===== src/rtl/div_sched_pkg.sv =====
// -----------------------------------------------------------------------------
// div_sched_pkg
// Shared definitions for the divider scheduler: default parameter values,
// the scheduler FSM state type and a small index-wrapping helper used by the
// round-robin arbiter.
// -----------------------------------------------------------------------------
package div_sched_pkg;

    localparam int DEF_NREQ    = 4;
    localparam int DEF_W       = 32;
    localparam int DEF_TIMEOUT = 64;

    typedef enum logic [1:0] {
        ST_IDLE = 2'd0,
        ST_LOAD = 2'd1,
        ST_WAIT = 2'd2,
        ST_RESP = 2'd3
    } state_t;

    // (base + off) mod n, used to walk requesters starting at the RR pointer.
    function automatic int wrap_idx(input int base, input int off, input int n);
        return (base + off) % n;
    endfunction

endpackage : div_sched_pkg


===== src/rtl/div_sched_rr_arbiter.sv =====
// -----------------------------------------------------------------------------
// rr_arbiter
// Combinational round-robin pick. The search starts at requester 'ptr' and
// wraps; the first asserted request wins.
//
// Ports:
//   req   [NREQ]  request vector
//   ptr   [IW]    index where the search starts
//   gnt   [NREQ]  one-hot grant (all zero when no request)
//   idx   [IW]    index of the granted requester
//   valid         at least one request is asserted
// -----------------------------------------------------------------------------
module rr_arbiter
    import div_sched_pkg::*;
#(
    parameter  int NREQ = DEF_NREQ,
    localparam int IW   = $clog2(NREQ)
) (
    input  logic [NREQ-1:0] req,
    input  logic [IW-1:0]   ptr,
    output logic [NREQ-1:0] gnt,
    output logic [IW-1:0]   idx,
    output logic            valid
);

    always_comb begin
        // NOTE: every output gets a default before the loop so no path leaves
        // a value unassigned, which would otherwise infer a latch.
        gnt   = '0;
        idx   = '0;
        valid = 1'b0;
        for (int k = 0; k < NREQ; k++) begin
            if (!valid && req[IW'(wrap_idx(int'(ptr), k, NREQ))]) begin
                valid = 1'b1;
                idx   = IW'(wrap_idx(int'(ptr), k, NREQ));
                gnt[IW'(wrap_idx(int'(ptr), k, NREQ))] = 1'b1;
            end
        end
    end

endmodule : rr_arbiter


===== src/rtl/div_sched.sv =====
// -----------------------------------------------------------------------------
// div_sched
// Shares one iterative divider between NREQ requesters. An IDLE cycle picks a
// round-robin winner and latches its operands; LOAD strobes the divider once;
// WAIT waits for div_done (bounded by TIMEOUT cycles); RESP holds the result
// until the consumer takes it. Exactly one transaction is in flight at a time
// and every grant is separated by at least one IDLE cycle.
//
// Optional feature: define DIV_SCHED_DIVZERO_EN to answer x==0 requests
// directly (q all ones, r = y, err = 1) without using the divider.
//
// Ports:
//   clk, rst_n               clock, asynchronous active-low reset
//   req [NREQ]               per-requester request (operands stable until ack)
//   req_y, req_x [NREQ*W]    per-requester dividend / divisor, slice [i*W +: W]
//   ack [NREQ]               one-cycle one-hot acceptance pulse
//   rsp_valid/id/q/r/err     shared result bus, held while in RESP
//   rsp_ready                consumer accepts the result
//   busy                     high whenever the FSM is not in IDLE
//   div_en, div_y, div_x     divider load strobe and operands
//   div_q, div_r, div_done   divider results and completion pulse
// -----------------------------------------------------------------------------
module div_sched
    import div_sched_pkg::*;
#(
    parameter  int NREQ    = DEF_NREQ,
    parameter  int W       = DEF_W,
    parameter  int TIMEOUT = DEF_TIMEOUT,
    localparam int IW      = $clog2(NREQ)
) (
    input  logic              clk,
    input  logic              rst_n,
    input  logic [NREQ-1:0]   req,
    input  logic [NREQ*W-1:0] req_y,
    input  logic [NREQ*W-1:0] req_x,
    output logic [NREQ-1:0]   ack,
    output logic              rsp_valid,
    output logic [IW-1:0]     rsp_id,
    output logic [W-1:0]      rsp_q,
    output logic [W-1:0]      rsp_r,
    output logic              rsp_err,
    input  logic              rsp_ready,
    output logic              busy,
    output logic              div_en,
    output logic [W-1:0]      div_y,
    output logic [W-1:0]      div_x,
    input  logic [W-1:0]      div_q,
    input  logic [W-1:0]      div_r,
    input  logic              div_done
);

    localparam int CW = $clog2(TIMEOUT + 1);

    state_t          state;
    logic [IW-1:0]   ptr;
    logic [CW-1:0]   cnt;

    logic [NREQ-1:0] arb_gnt;
    logic [IW-1:0]   arb_idx;
    logic            arb_valid;
    logic [W-1:0]    win_y;
    logic [W-1:0]    win_x;

    rr_arbiter #(.NREQ(NREQ)) u_arb (
        .req   (req),
        .ptr   (ptr),
        .gnt   (arb_gnt),
        .idx   (arb_idx),
        .valid (arb_valid)
    );

    assign win_y = req_y[arb_idx*W +: W];
    assign win_x = req_x[arb_idx*W +: W];

    assign busy = (state != ST_IDLE);

    // NOTE: all state below is written with non-blocking assignments so every
    // register samples the pre-edge values, independent of statement order.
    always_ff @(posedge clk or negedge rst_n) begin
        if (!rst_n) begin
            state     <= ST_IDLE;
            ptr       <= '0;
            cnt       <= '0;
            ack       <= '0;
            rsp_valid <= 1'b0;
            rsp_id    <= '0;
            rsp_q     <= '0;
            rsp_r     <= '0;
            rsp_err   <= 1'b0;
            div_en    <= 1'b0;
            div_y     <= '0;
            div_x     <= '0;
        end else begin
            // ack and div_en are single-cycle pulses.
            ack    <= '0;
            div_en <= 1'b0;
            case (state)
                ST_IDLE: begin
                    if (arb_valid) begin
                        ack    <= arb_gnt;
                        rsp_id <= arb_idx;
                        div_y  <= win_y;
                        div_x  <= win_x;
                        ptr    <= (arb_idx == IW'(NREQ - 1)) ? '0 : arb_idx + IW'(1);
`ifdef DIV_SCHED_DIVZERO_EN
                        if (win_x == '0) begin
                            rsp_q     <= '1;
                            rsp_r     <= win_y;
                            rsp_err   <= 1'b1;
                            rsp_valid <= 1'b1;
                            state     <= ST_RESP;
                        end else begin
                            div_en <= 1'b1;
                            state  <= ST_LOAD;
                        end
`else
                        div_en <= 1'b1;
                        state  <= ST_LOAD;
`endif
                    end
                end
                ST_LOAD: begin
                    cnt   <= '0;
                    state <= ST_WAIT;
                end
                ST_WAIT: begin
                    if (div_done) begin
                        rsp_q     <= div_q;
                        rsp_r     <= div_r;
                        rsp_err   <= 1'b0;
                        rsp_valid <= 1'b1;
                        state     <= ST_RESP;
                    end else if (cnt == CW'(TIMEOUT - 1)) begin
                        // This was the TIMEOUT-th WAIT cycle with no completion.
                        rsp_q     <= '0;
                        rsp_r     <= '0;
                        rsp_err   <= 1'b1;
                        rsp_valid <= 1'b1;
                        state     <= ST_RESP;
                    end else begin
                        cnt <= cnt + CW'(1);
                    end
                end
                ST_RESP: begin
                    if (rsp_ready) begin
                        rsp_valid <= 1'b0;
                        state     <= ST_IDLE;
                    end
                end
                default: state <= ST_IDLE;
            endcase
        end
    end

endmodule : div_sched


===== config.mk =====
export PLATFORM = sky130hd
export DESIGN_NAME = div_sched
export DESIGN_NICKNAME = d
export VERILOG_FILES = /design/src/rtl/div_sched_pkg.sv /design/src/rtl/div_sched_rr_arbiter.sv /design/src/rtl/div_sched.sv
export SDC_FILE = /design/constraint.sdc
export NUM_CORES = 1
export LEC_CHECK = 0
export ABC_CLOCK_PERIOD_IN_PS = 3000
export BUFFER_PORTS_ARGS = -buffer_cell sky130_fd_sc_hd__buf_2
export CAP_MARGIN = 5
export CORE_AREA = 2 2 182 184
export DETAILED_ROUTE_END_ITERATION = 8
export DIE_AREA = 0 0 184 186
export PLACE_DENSITY = 0.59
export SLEW_MARGIN = 20
export SYNTH_ARGS = -nofsm -noshare
export SYNTH_HDL_FRONTEND = slang
export SYNTH_SLANG_ARGS = --single-unit

===== constraint.sdc =====
create_clock -name clk -period 3 [get_ports clk]
set_input_delay 0.75 -clock clk [delete_from_list [all_inputs] [get_ports clk]]
set_output_delay 0.75 -clock clk [all_outputs]
set_load 0.1 [all_outputs]

# Word-level counts from Yosys, hierarchy flattened
# Index checks and enable logic that the tools add are counted.
[word_totals]
register_bits = 148
wordCells = 113
input_bits = 328
out_inout_bits = 138
[op_classes]
bitwise = 3
shift = 2
reduce_logical = 20
n_lt_le_gt_ge = 8
n_addsub = 5
n_mux = 53
eq_ne = 10
[ops]
columns = ["operator", "count"]
rows = [
  ["$shiftx A128 B8 Y32", 2],
  ["$mux W32", 3],
  ["$mux W4", 6],
  ["$mux W1", 22],
  ["$mux W2", 9],
  ["$lt A2 B4 Y1 const B", 4],
  ["$mux W7", 2],
  ["$pmux W7 S2", 1],
  ["$or A4 B4 Y4", 3],
  ["$reduce_and A3 Y1", 3],
  ["$bmux W1 S2", 4],
  ["$demux W1 S2", 4],
  ["$ge A2 B1 Y1 const B", 4],
  ["$ne A2 B2 Y1 const B", 4],
  ["$pmux W2 S4", 1],
  ["$reduce_bool A2 Y1", 4],
  ["$add A7 B1 Y7 const B", 1],
  ["$eq A7 B6 Y1 const B", 1],
  ["$logic_and A1 B1 Y1", 7],
  ["$eq A2 B2 Y1 const B", 3],
  ["$add A2 B1 Y2 const B", 2],
  ["$add A2 B2 Y2 const B", 2],
  ["$reduce_and A2 Y1", 2],
  ["$logic_not A1 Y1", 3],
  ["4 further kinds", 4],
]

# Depth between registers and ports, before layout
# Gate-level depths: netlist (run 1).
[logic_depth]
word_depth = 15
mapped_depth = 15
ltp_nobuf = 10

# Hierarchy
# A second synthesis (run 1) with hierarchy kept.
[hier_totals]
cells_unflattened = 669
area_unflattened_um2 = 8702.1
[by_module_without_submodules]
columns = ["mod", "cells_per_inst", "seq_area_each_um2", "instances", "area_each_um2"]
rows = [
  ["div_sched", 607, 3703.6, 1, 8170.3],
  ["rr_arbiter", 62, 0.0, 1, 531.8],
]

# Worst setup path before layout (run 1)
# OpenSTA, ideal clock, no wires.
[synth_path]
path_kind = "reg2reg"
startpoint = "register ptr[0]"
endpoint = "register ptr[1]"
t_arrival_ns = 2.823
setup_time_ns = 0.134
path_buffers = 5
synth_period_minus_slack_ns = 2.957
required_ns = 2.866
stages_incl_launch_ff = 16
path_slack_ns = 0.043
cell_sequence = "dfrtp_1 -> buf_6 -> buf_6 -> inv_1 -> ha_1 -> mux4_2 -> nand2b_1 -> buf_2 -> a21oi_2 -> nor2_1 -> buf_6 -> inv_2 -> buf_2 -> ha_1 -> nand2_1 -> o21ai_0"
[synth_via]
elab_chain_cells = 15
word_cells_on_any_way = 33
cone_classes = "4 x add/sub; 1 x eq/ne; 21 x mux; 7 x reduce/logical"
[synth_rtl]
columns = ["element", "line", "source"]
rows = [
  ["start, declared", "div_sched.sv:55", "logic [IW-1:0] ptr;"],
  ["start signal, assigned", "div_sched.sv:104", "ptr <= (arb_idx == IW'(NREQ - 1)) ? '0 : arb_idx + IW'(1);"],
  ["parallel branches: the longest is 12 deep, another holds $add A2 B1 Y2", "-", ""],
  ["$mux W2 (*)", "div_sched_rr_arbiter.sv:33", "if (!valid && req[IW'(wrap_idx(int'(ptr), k, NREQ))]) begin"],
  ["net arb_idx[0]", "div_sched.sv:59", "logic [IW-1:0] arb_idx;"],
  ["$add A2 B1 Y2 or $eq A2 B2 Y1 (tied branches)", "div_sched.sv:104", ""],
  ["$mux W2 (*)", "div_sched.sv:104", ""],
]
# Mark *: on every way through the listed nets, which the timed path passes. The select of a mux whose other input is x is not followed.
# A chain may end at the register's enable or synchronous reset.

# Worst setup path in the final report (run 1)
[layout_path]
startpoint = "register ptr[0]"
endpoint = "register div_y[26]"
[layout_via]
elab_chain_cells = 14
word_cells_on_any_way = 31
cone_classes = "3 x add/sub; 1 x shift; 20 x mux; 7 x reduce/logical"
[layout_rtl]
columns = ["element", "line", "source"]
rows = [
  ["parallel branches: the longest is 14 deep, another holds $add A2 B1 Y2", "-", ""],
  ["end signal, assigned", "div_sched.sv:102", "div_y <= win_y;"],
  ["end, declared", "div_sched.sv:45", "output logic [W-1:0] div_y,"],
]
# Several ways; the timed one is not identified. The select of a mux whose other input is x is not followed.

==> results.py, run 1 <==
metrics = {
    "yosys": {
        "yosys-top-cells-area": "dfrtp_1 (38%), nand2_1 (7.8%), a22o_1 (5.9%)",
        "syn_nets": 1472,
        "syn_area_um2": 9637,
        "synth-async-reset-ratio": 1.000,
        "synth_edf_count": 0,
        "yosysTopAreaCell": "dfrtp_1",
        "synth_commonest_cells": "nand2_1 (199), dfrtp_1 (148), a31oi_1 (87), clkbuf_1 (70), nor2_1 (66)",
        "ys_ff_latch": 148,
        "synth_top_area_frac": 0.3843,
        "syn_inst": 1130,
        "postSynthAreaPerCell_um2": 8.528,
        "yosysMostFrequentCell": "nand2_1",
        "yosys_warnings": 0,
        "yosysUniqueCellTypes": 58,
        "ys_seq_area_frac": 0.3843,
        "synth_ff_type": "dfrtp_1",
    },
    "cts": {
        "cts.sinks": 148,
        "cts_inserted_buffers": 17,
        "htreeDepth": 4,
        "tritoncts": "yes",
        "clock_latency_ns": 0.44,
        "cts.clk_slew.worst_paths_ns": 0.07,
        "cts_root_buffer": "clkbuf_16",
        "clk_path_buf_depth": 2,
    },
    "grt": {
        "grt_first_pass_wirelength_mm": 60.96,
        "grt_pass1_vias": 10770,
        "antenna_found_initial": 10,
        "grtUsageTotal": 0.2321,
        "grt-ovfl-total": 0,
        "grt_max_degree": 101,
    },
    "setup_path": {
        "path_max_fanout": 13,
        "end_kind": "register",
        "worstSetupPathType": "register to register",
        "cp_slowest_stage_delay_ns": 0.43,
        "cp_cell_sequence": "inv_1 > ha_1 > mux4_2 > buf_4 > nand2b_2 > a21oi_2 > nor2_4 > buf_4 > a221oi_1 > a211oi_1",
        "path_delay_family": "compound AO/OA/AOI/OAI gates",
        "cp_num_buf_inv": 3,
        "crit_path_start_kind": "register",
        "r2r_setup_slack_ns": 0.13,
        "slowest_stage": "dfrtp_4",
        "cp.required_ns": 3.30,
        "crit_arrival_ns": 3.17,
        "crit_path_frequent_cell": "buf_4",
    },
    "sta": {
        "finalCritPeriodShare": 0.9566,
        "rsz0062_at_grt": "no",
        "skew_ns": 0.009988,
        "setup_viol": 0,
        "relSlewSlack": 0.3693,
        "fin_crit_ns": 2.870,
        "worst_slack_ns": 0.1301,
        "report.final.slew_viol_count": 0,
        "fmax_mhz": 348.4,
        "worst_slew_pin_slew_ns": 0.9460,
        "finalHoldViolCount": 0,
    },
    "floorplanning": {
        "start_util": 0.2992,
        "io_pins": 466,
        "die_h_um": 186,
        "die_width_um": 184,
        "dieArea_um2": 34220,
        "coreArea_um2": 32210,
        "core.rowCount": 66,
    },
    "drt": {
        "route.detailed.drc": 0,
        "vias_per_cell": 5.530,
        "totalWireLength_mm": 40.92,
        "ant_nets": 0,
        "drtIter0Drc": 696,
        "drtPass1Iterations": 5,
        "num_vias": 11000,
        "wire_per_inst_um": 20.56,
    },
    "finish": {
        "nets": 1905,
        "drive_gt1_frac": 0.3784,
        "final_area_um2": 13280,
        "fin_util": 0.4122,
        "final_cells": 1990,
        "area_delta_synth_final_pct": 37.77,
    },
    "place": {
        "gp_congestion": 0.8510,
        "dp_hpwl_mm": 28.91,
        "dp_cells": 1943,
        "pre_cts_slack_ns": -0.3256,
        "placed_area_um2": 12590,
        "io_buffers": 465,
    },
    "flow_run": {
        "cap_violations": 0,
    },
    "hold_path": {
        "hp-class": "primary input to async pin",
    },
    "status": {
        "status": "completed",
    },
}
[cells by family (layout without fill, tap and decap cells)]
logic type / count (synthesis) / in the layout / share of synthesized area
other: 0 / 7 / 0
AO/OA/AOI/OAI: 430 / 430 / 0.3311
XOR/XNOR: 3 / 3 / 0.002727
adder cells (fa/ha/maj): 14 / 14 / 0.01818
buffers and inverters: 153 / 597 / 0.06920
multiplexers: 24 / 24 / 0.03415
AND/OR/NAND/NOR: 358 / 359 / 0.1603
flip-flops: 148 / 148 / 0.3843
[registers in the layout, summed over array words and instances, names as in the netlist, 4 cells and up]
name	cells
rsp_q	32
cnt	7
div_y	32
ack	4
rsp_r	32
div_x	32
[per-layer routing]
layer,GRT usage,up-vias,share of wire
li1,-,5146,-
met1,0.2630,5251,0.39
met2,0.4095,542,0.50
met3,0.06750,61,0.084
met4,0.09440,4,0.030
met5,0,-,0.00064
[metrics by stage]
stage | setup TNS (ns) | hold slack (ns)
floorplan | 0 | 0.4544
global placement | -11.77 | 0.4581
detailed placement | -15.40 | 0.4625
CTS | 0 | 0.2666
global route | 0 | 0.2767
finish | 0 | 0.2561
[layout by cell type, fill, tap and decap left out, types with 4 or more instances in the layout]
| cell type | netlist | routed |
|---|---|---|
| inv_1 | 36 | 36 |
| o21ai_0 | 65 | 64 |
| a221oi_1 | 47 | 46 |
| clkinvlp_4 | 0 | 4 |
| a21oi_1 | 39 | 39 |
| nand2b_1 | 7 | 6 |
| nand4_1 | 36 | 36 |
| o221a_1 | 7 | 7 |
| buf_2 | 29 | 464 |
| diode_2 | 0 | 7 |
| nor2_1 | 66 | 64 |
| o2111ai_1 | 8 | 8 |
| dfrtp_1 | 148 | 147 |
| a31oi_1 | 87 | 87 |
| mux2_4 | 7 | 7 |
| a41o_1 | 30 | 30 |
| ha_1 | 14 | 14 |
| mux2i_1 | 10 | 9 |
| a22o_1 | 65 | 65 |
| mux4_2 | 4 | 4 |
| nand2_1 | 199 | 199 |
| buf_4 | 5 | 46 |
| buf_12 | 0 | 14 |
| a21o_1 | 27 | 27 |
| a211oi_1 | 26 | 26 |
| o211ai_1 | 8 | 8 |
| clkbuf_16 | 0 | 17 |
| nor3_1 | 31 | 31 |
| a221oi_2 | 5 | 6 |
[area by class of cell]
type | instances | area [µm²]
diodes | 7 | 17.52
inverters | 38 | 142.6
well taps | 408 | 510.5
flip-flops and latches | 148 | 3707
clock inverters | 11 | 130.1
clock buffers | 20 | 436.7
multi-input cells | 830 | 5336
fillers | 3271 | 18930
repair buffers | 528 | 2995
[worst paths after layout]
path                                 from        end  cells after the start
worst max-delay path               ptr[0]  div_y[26]                     10
worst min-delay path                rst_n  div_x[29]                      1
worst max register to register     ptr[0]  div_y[26]                     10
worst min register to register  rsp_id[1]  rsp_id[1]                      2
max in group asynchronous           rst_n  rsp_q[24]                      2
min in group clk                rsp_id[1]  rsp_id[1]                      2
[what timing repair did]
action / CTS / global route
hold buffers: 0 / 0
pin swaps: 1 / 2
setup endpoints to repair: 59 / 44
setup buffers: 0 / 8
gates cloned: 1 / 0
gates resized for setup: 1 / 4
[worst reg2reg max path, cell delays in order (launching register included)]
cell,delay [ns]
dfrtp_4,0.43
inv_1,0.06
ha_1,0.38
mux4_2,0.36
buf_4,0.16
nand2b_2,0.19
a21oi_2,0.29
nor2_4,0.20
buf_4,0.22
a221oi_1,0.38
a211oi_1,0.08
Power of run 1 is left out: the tool's default activity adds up to more than one toggle a clock period on the data nets, which glitch-free logic cannot reach.
==> inputs of run 2 (changes only) <==
ABC_AREA = 1   (was default)
CORE_AREA = 2 2 181 183   (was 2 2 182 184)
DIE_AREA = 0 0 183 185   (was 0 0 184 186)
PLACE_DENSITY = 0.56   (was 0.59)
==> run 2 against run 1 <==
Via count is 17% lower. Non-clock buffer count down 43. Wire length down 29%. Global-route usage decreased by 6.4 points. Critical path type unchanged. Critical endpoint is now div_y[23].
==> results.py, run 2 <==
metrics = {
    "drt": {
        "route.detailed.drc": 0,
        "wire_per_inst_um": 14.39,
        "drtIter0Drc": 463,
        "drtPass1Iterations": 5,
        "vias_per_cell": 4.485,
        "totalWireLength_mm": 29.20,
        "num_vias": 9104,
        "ant_nets": 0,
    },
    "sta": {
        "fin_tns_setup_ns": 0,
        "finalCritPeriodShare": 0.8911,
        "fin_crit_ns": 2.673,
        "skew_ns": 0.01118,
        "fmax_mhz": 374.1,
        "setup_viol": 0,
        "rsz0062_at_grt": "no",
        "relSlewSlack": 0.4185,
        "worst_slew_pin_slew_ns": 0.8713,
        "report.final.slew_viol_count": 0,
        "finalHoldViolCount": 0,
    },
    "yosys": {
        "synth_top_area_frac": 0.4225,
        "syn_nets": 1514,
        "ys_seq_area_frac": 0.4225,
        "syn_inst": 1172,
        "syn_area_um2": 8766,
        "ys_ff_latch": 148,
        "synth_edf_count": 0,
        "yosys_warnings": 0,
        "yosysUniqueCellTypes": 40,
        "synth_ff_type": "dfrtp_1",
        "yosysMostFrequentCell": "nand2_1",
        "postSynthAreaPerCell_um2": 7.479,
        "yosysTopAreaCell": "dfrtp_1",
        "yosys-top-cells-area": "dfrtp_1 (42%), nand2_1 (16%), nand3_1 (12%)",
        "synth-async-reset-ratio": 1.000,
        "synth_commonest_cells": "nand2_1 (374), nand3_1 (202), inv_1 (167), dfrtp_1 (148), a22o_1 (64)",
    },
    "floorplanning": {
        "core.rowCount": 66,
        "start_util": 0.2736,
        "die_h_um": 185,
        "die_width_um": 183,
        "io_pins": 466,
        "coreArea_um2": 32040,
        "dieArea_um2": 33860,
    },
    "finish": {
        "drive_gt1_frac": 0.3570,
        "register_area_um2": 3704,
        "layout_commonest_cell": "buf_2",
        "layout_common_cells": "buf_2 (464), nand2_1 (374), nand3_1 (202)",
        "nets": 1951,
        "multi_input_area_um2": 4015,
        "antenna_cells": 0,
        "area_delta_synth_final_pct": 37.21,
        "n_fill_cell": 3396,
    },
    "setup_path": {
        "path_delay_family": "simple AND/OR/NAND/NOR gates",
        "slowest_stage": "nor2_8",
        "crit_path_end": "div_y[23]",
        "cp_num_buf_inv": 2,
        "end_kind": "register",
        "ff2ff_path_depth": 12,
        "crit_path_start_kind": "register",
        "cp_slowest_stage_delay_ns": 0.57,
        "cp_cell_sequence": "inv_6 > ha_1 > inv_2 > nand2_2 > nand2_2 > nor2_8 > nand3b_2 > nand3_1 > nand2_4 > nor2_8 > nand3_1 > nand3_1",
        "worstSetupPathType": "register to register",
        "critPathLaunch": "ptr[0]",
        "crit_path_frequent_cell": "nand3_1",
        "cp.depth": 12,
        "reg2reg_to": "div_y[23]",
        "path_max_fanout": 46,
        "crit_arrival_ns": 3.04,
        "reg2reg_from": "ptr[0]",
        "cp.required_ns": 3.37,
        "r2r_setup_slack_ns": 0.33,
    },
    "cts": {
        "cts.sinks": 148,
        "cts-resized-gates": 0,
        "clock_latency_ns": 0.43,
        "cts.clk_slew.worst_paths_ns": 0.07,
        "postCtsSetupBuffers": 0,
        "tritoncts": "yes",
        "clk_path_buf_depth": 2,
        "htreeDepth": 4,
        "cts_inserted_buffers": 17,
        "cts_root_buffer": "clkbuf_16",
        "ctsHoldBuffers": 0,
    },
    "grt": {
        "grt_first_pass_wirelength_mm": 45.16,
        "grt_pass1_vias": 8662,
        "antenna_found_initial": 2,
        "grt-ovfl-total": 0,
        "grtUsageTotal": 0.1685,
        "grt_max_degree": 85,
    },
    "flow_run": {
        "cap_violations": 0,
    },
    "place": {
        "gp_congestion": 0.8661,
        "io_buffers": 465,
        "dp_hpwl_mm": 22.16,
    },
    "hold_path": {
        "hp-class": "primary input to async pin",
    },
    "status": {
        "status": "completed",
    },
}
-- run 2: cell count changes after synthesis, sizes merged, moves of 52 or more --
cell,previous run,this run
nand3,3,205
nand2,199,383
inv,37,172
a31oi,87,2
or2,1,67
o21ai,66,7
a221oi,52,0
-- run 2: metrics by stage --
stage | util | hold slack [ns] | cell area (µm²) | cells | setup slack (ns)
2_1_floorplan | - | 0.4544 | 8766 | 1172 | 0.5408
3_3_place_gp | 0.3570 | 0.4605 | 11440 | 1998 | 0.3717
3_5_place_dp | 0.3570 | 0.4598 | 11440 | 1998 | 0.3238
4_1_cts | 0.3754 | 0.3146 | 12030 | 2030 | 0.3324
5_1_grt | 0.3754 | 0.3388 | 12030 | 2030 | 0.1074
6_report | 0.3754 | 0.2985 | 12030 | 2030 | 0.3266
-- run 2: per-layer routing --
layer	routed length, µm	GRT usage
met1	12450	0.2102
met2	14000	0.2859
met3	2226	0.04542
met4	504	0.04928
met5	27	0
-- run 2: worst min-delay path by stage --
stage,to,slack [ns],cells after the start
after CTS,div_x[17],0.31,1
after floorplan,ack[0],0.45,0
after detailed placement,div_x[18],0.46,2
final,div_x[17],0.30,1
after global routing,div_x[17],0.34,1
after global placement,div_x[15],0.46,2
-- run 2: layout make-up --
type	count	share of cell area
sequential	148	0.3079
multi-input combinational	785	0.3338
timing repair buffer	485	0.2127
inverter	172	0.05409
tap	408	0.04244
clock buffer	17	0.03537
clock inverter	15	0.01363
-- run 2: cells by family after synthesis --
group / Yosys count / synth area share
flip-flops: 148 / 0.4225
AND/OR/NAND/NOR: 688 / 0.3593
adder cells (fa/ha/maj): 14 / 0.01998
XOR/XNOR: 1 / 0.0009993
AO/OA/AOI/OAI: 82 / 0.07637
buffers and inverters: 239 / 0.1209
Power of run 2 is left out for the same reason.
==> inputs of run 3 (changes only) <==
REMOVE_ABC_BUFFERS = 1   (was default)
==> run 3 against run 2 <==
Utilization hardly changed. Critical endpoint unchanged. Highest routed layer is now met4. Worst hold slack worse by 0.031 ns. Critical path depth stayed put. Global-route usage is 0.17 points higher. Setup slack worse by 0.020 ns. Wire length is 1.9% higher. Final cell count stayed put.
==> results.py, run 3 (synthesis results as in run 2) <==
metrics = {
    "status": {
        "status": "completed",
    },
    "setup_path": {
        "cp.required_ns": 3.37,
        "crit_arrival_ns": 3.06,
        "worstSetupPathType": "register to register",
        "r2r_setup_slack_ns": 0.31,
        "end_kind": "register",
        "ff2ff_path_depth": 12,
        "path_max_fanout": 46,
        "crit_path_start_kind": "register",
    },
    "finish": {
        "drive_gt1_frac": 0.3570,
        "antenna_cells": 0,
        "multi_input_area_um2": 4024,
        "n_fill_cell": 3400,
        "area_delta_synth_final_pct": 37.08,
        "layout_common_cells": "buf_2 (464), nand2_1 (374), nand3_1 (202)",
        "nets": 1951,
        "register_area_um2": 3704,
        "layout_commonest_cell": "buf_2",
    },
    "cts": {
        "htreeDepth": 4,
        "clk_path_buf_depth": 2,
        "clock_latency_ns": 0.43,
        "cts_root_buffer": "clkbuf_16",
        "postCtsSetupBuffers": 0,
        "cts.clk_slew.worst_paths_ns": 0.08,
        "cts.sinks": 148,
        "cts_inserted_buffers": 17,
        "tritoncts": "yes",
    },
    "floorplanning": {
        "dieArea_um2": 33860,
        "core.rowCount": 66,
        "start_util": 0.2736,
        "die_h_um": 185,
        "io_pins": 466,
        "coreArea_um2": 32040,
        "die_width_um": 183,
    },
    "sta": {
        "fin_crit_ns": 2.693,
        "finalHoldViolCount": 0,
        "relSlewSlack": 0.4731,
        "finalCritPeriodShare": 0.8977,
        "report.final.slew_viol_count": 0,
        "fmax_mhz": 371.3,
        "worst_slew_pin_slew_ns": 0.7904,
        "setup_viol": 0,
        "skew_ns": 0.01371,
        "rsz0062_at_grt": "no",
        "worst_slack_ns": 0.3070,
    },
    "drt": {
        "totalWireLength_mm": 29.77,
        "ant_nets": 0,
        "wire_per_inst_um": 14.67,
        "vias_per_cell": 4.518,
        "drtIter0Drc": 308,
        "num_vias": 9172,
        "route.detailed.drc": 0,
        "drtPass1Iterations": 7,
    },
    "grt": {
        "grt-ovfl-total": 0,
        "grtUsageTotal": 0.1702,
        "grt_pass1_vias": 8673,
        "grt_max_degree": 78,
        "antenna_found_initial": 0,
        "grt_first_pass_wirelength_mm": 45.35,
    },
    "hold_path": {
        "hp-class": "primary input to async pin",
    },
    "flow_run": {
        "cap_violations": 0,
    },
    "place": {
        "gp_congestion": 0.8530,
        "io_buffers": 465,
        "dp_hpwl_mm": 22.65,
        "pre_cts_slack_ns": 0.04627,
    },
}
run 3: cell count changes in the layout (fill, tap and decap cells not counted), sizes merged:
cell / previous run / this run
clkinvlp: 4 / 1
bufinv: 0 / 1
clkbuf: 17 / 18
inv: 178 / 179
run 3: what timing repair did:
| item | 4_1_cts | 5_1_grt |
|---|---|---|
| hold buffers | 0 | 0 |
| resized for setup | 0 | 2 |
| setup endpoints to repair | 0 | 1 |
run 3: critical path, cell delays in order, from the launching register on:
cell and delay (ns):
dfrtp_1 0.41, inv_6 0.08, ha_1 0.41, inv_2 0.10
nand2_2 0.09, nand2_2 0.11, nor2_8 0.14, nand3b_2 0.10
nand3_1 0.12, nand2_4 0.08, nor2_8 0.60, nand3_1 0.22
nand3_1 0.13
run 3: path summary, 6_finish.rpt:
kind                                  end       from
worst max-delay path            div_y[23]     ptr[0]
min in group clk                div_y[21]  div_y[21]
max in group asynchronous        div_y[2]      rst_n
worst max register to register  div_y[23]     ptr[0]
worst min-delay path             rsp_r[9]      rst_n
worst min register to register  div_y[21]  div_y[21]
run 3: final cells by class:
cell class | instances | area share
tap | 408 | 0.04248
clock inverter | 14 | 0.01166
inverter | 172 | 0.05435
multi-input combinational | 785 | 0.3349
timing repair buffer | 485 | 0.2119
clock buffer | 18 | 0.03655
sequential | 148 | 0.3082
run 3: per-layer routing:
metal | share of wire | vias up | GRT usage
met5 | 0 | - | 0
met4 | 0.013 | 0 | 0.04448
met3 | 0.067 | 22 | 0.03952
met2 | 0.49 | 337 | 0.2983
met1 | 0.43 | 4242 | 0.2104
li1 | - | 4571 | -
run 3: metrics by stage:
step	util	hold WS [ns]	instance area (µm²)	cells	setup TNS, ns
6_report	0.3750	0.2678	12020	2030	0
5_1_grt	0.3750	0.2692	12020	2030	0
2_1_floorplan	-	0.4544	8357	1105	-177.75
3_5_place_dp	0.3569	0.4592	11430	1998	0
3_3_place_gp	0.3569	0.4599	11430	1998	0
4_1_cts	0.3750	0.2664	12010	2030	0
Power of run 3 is left out for the same reason.
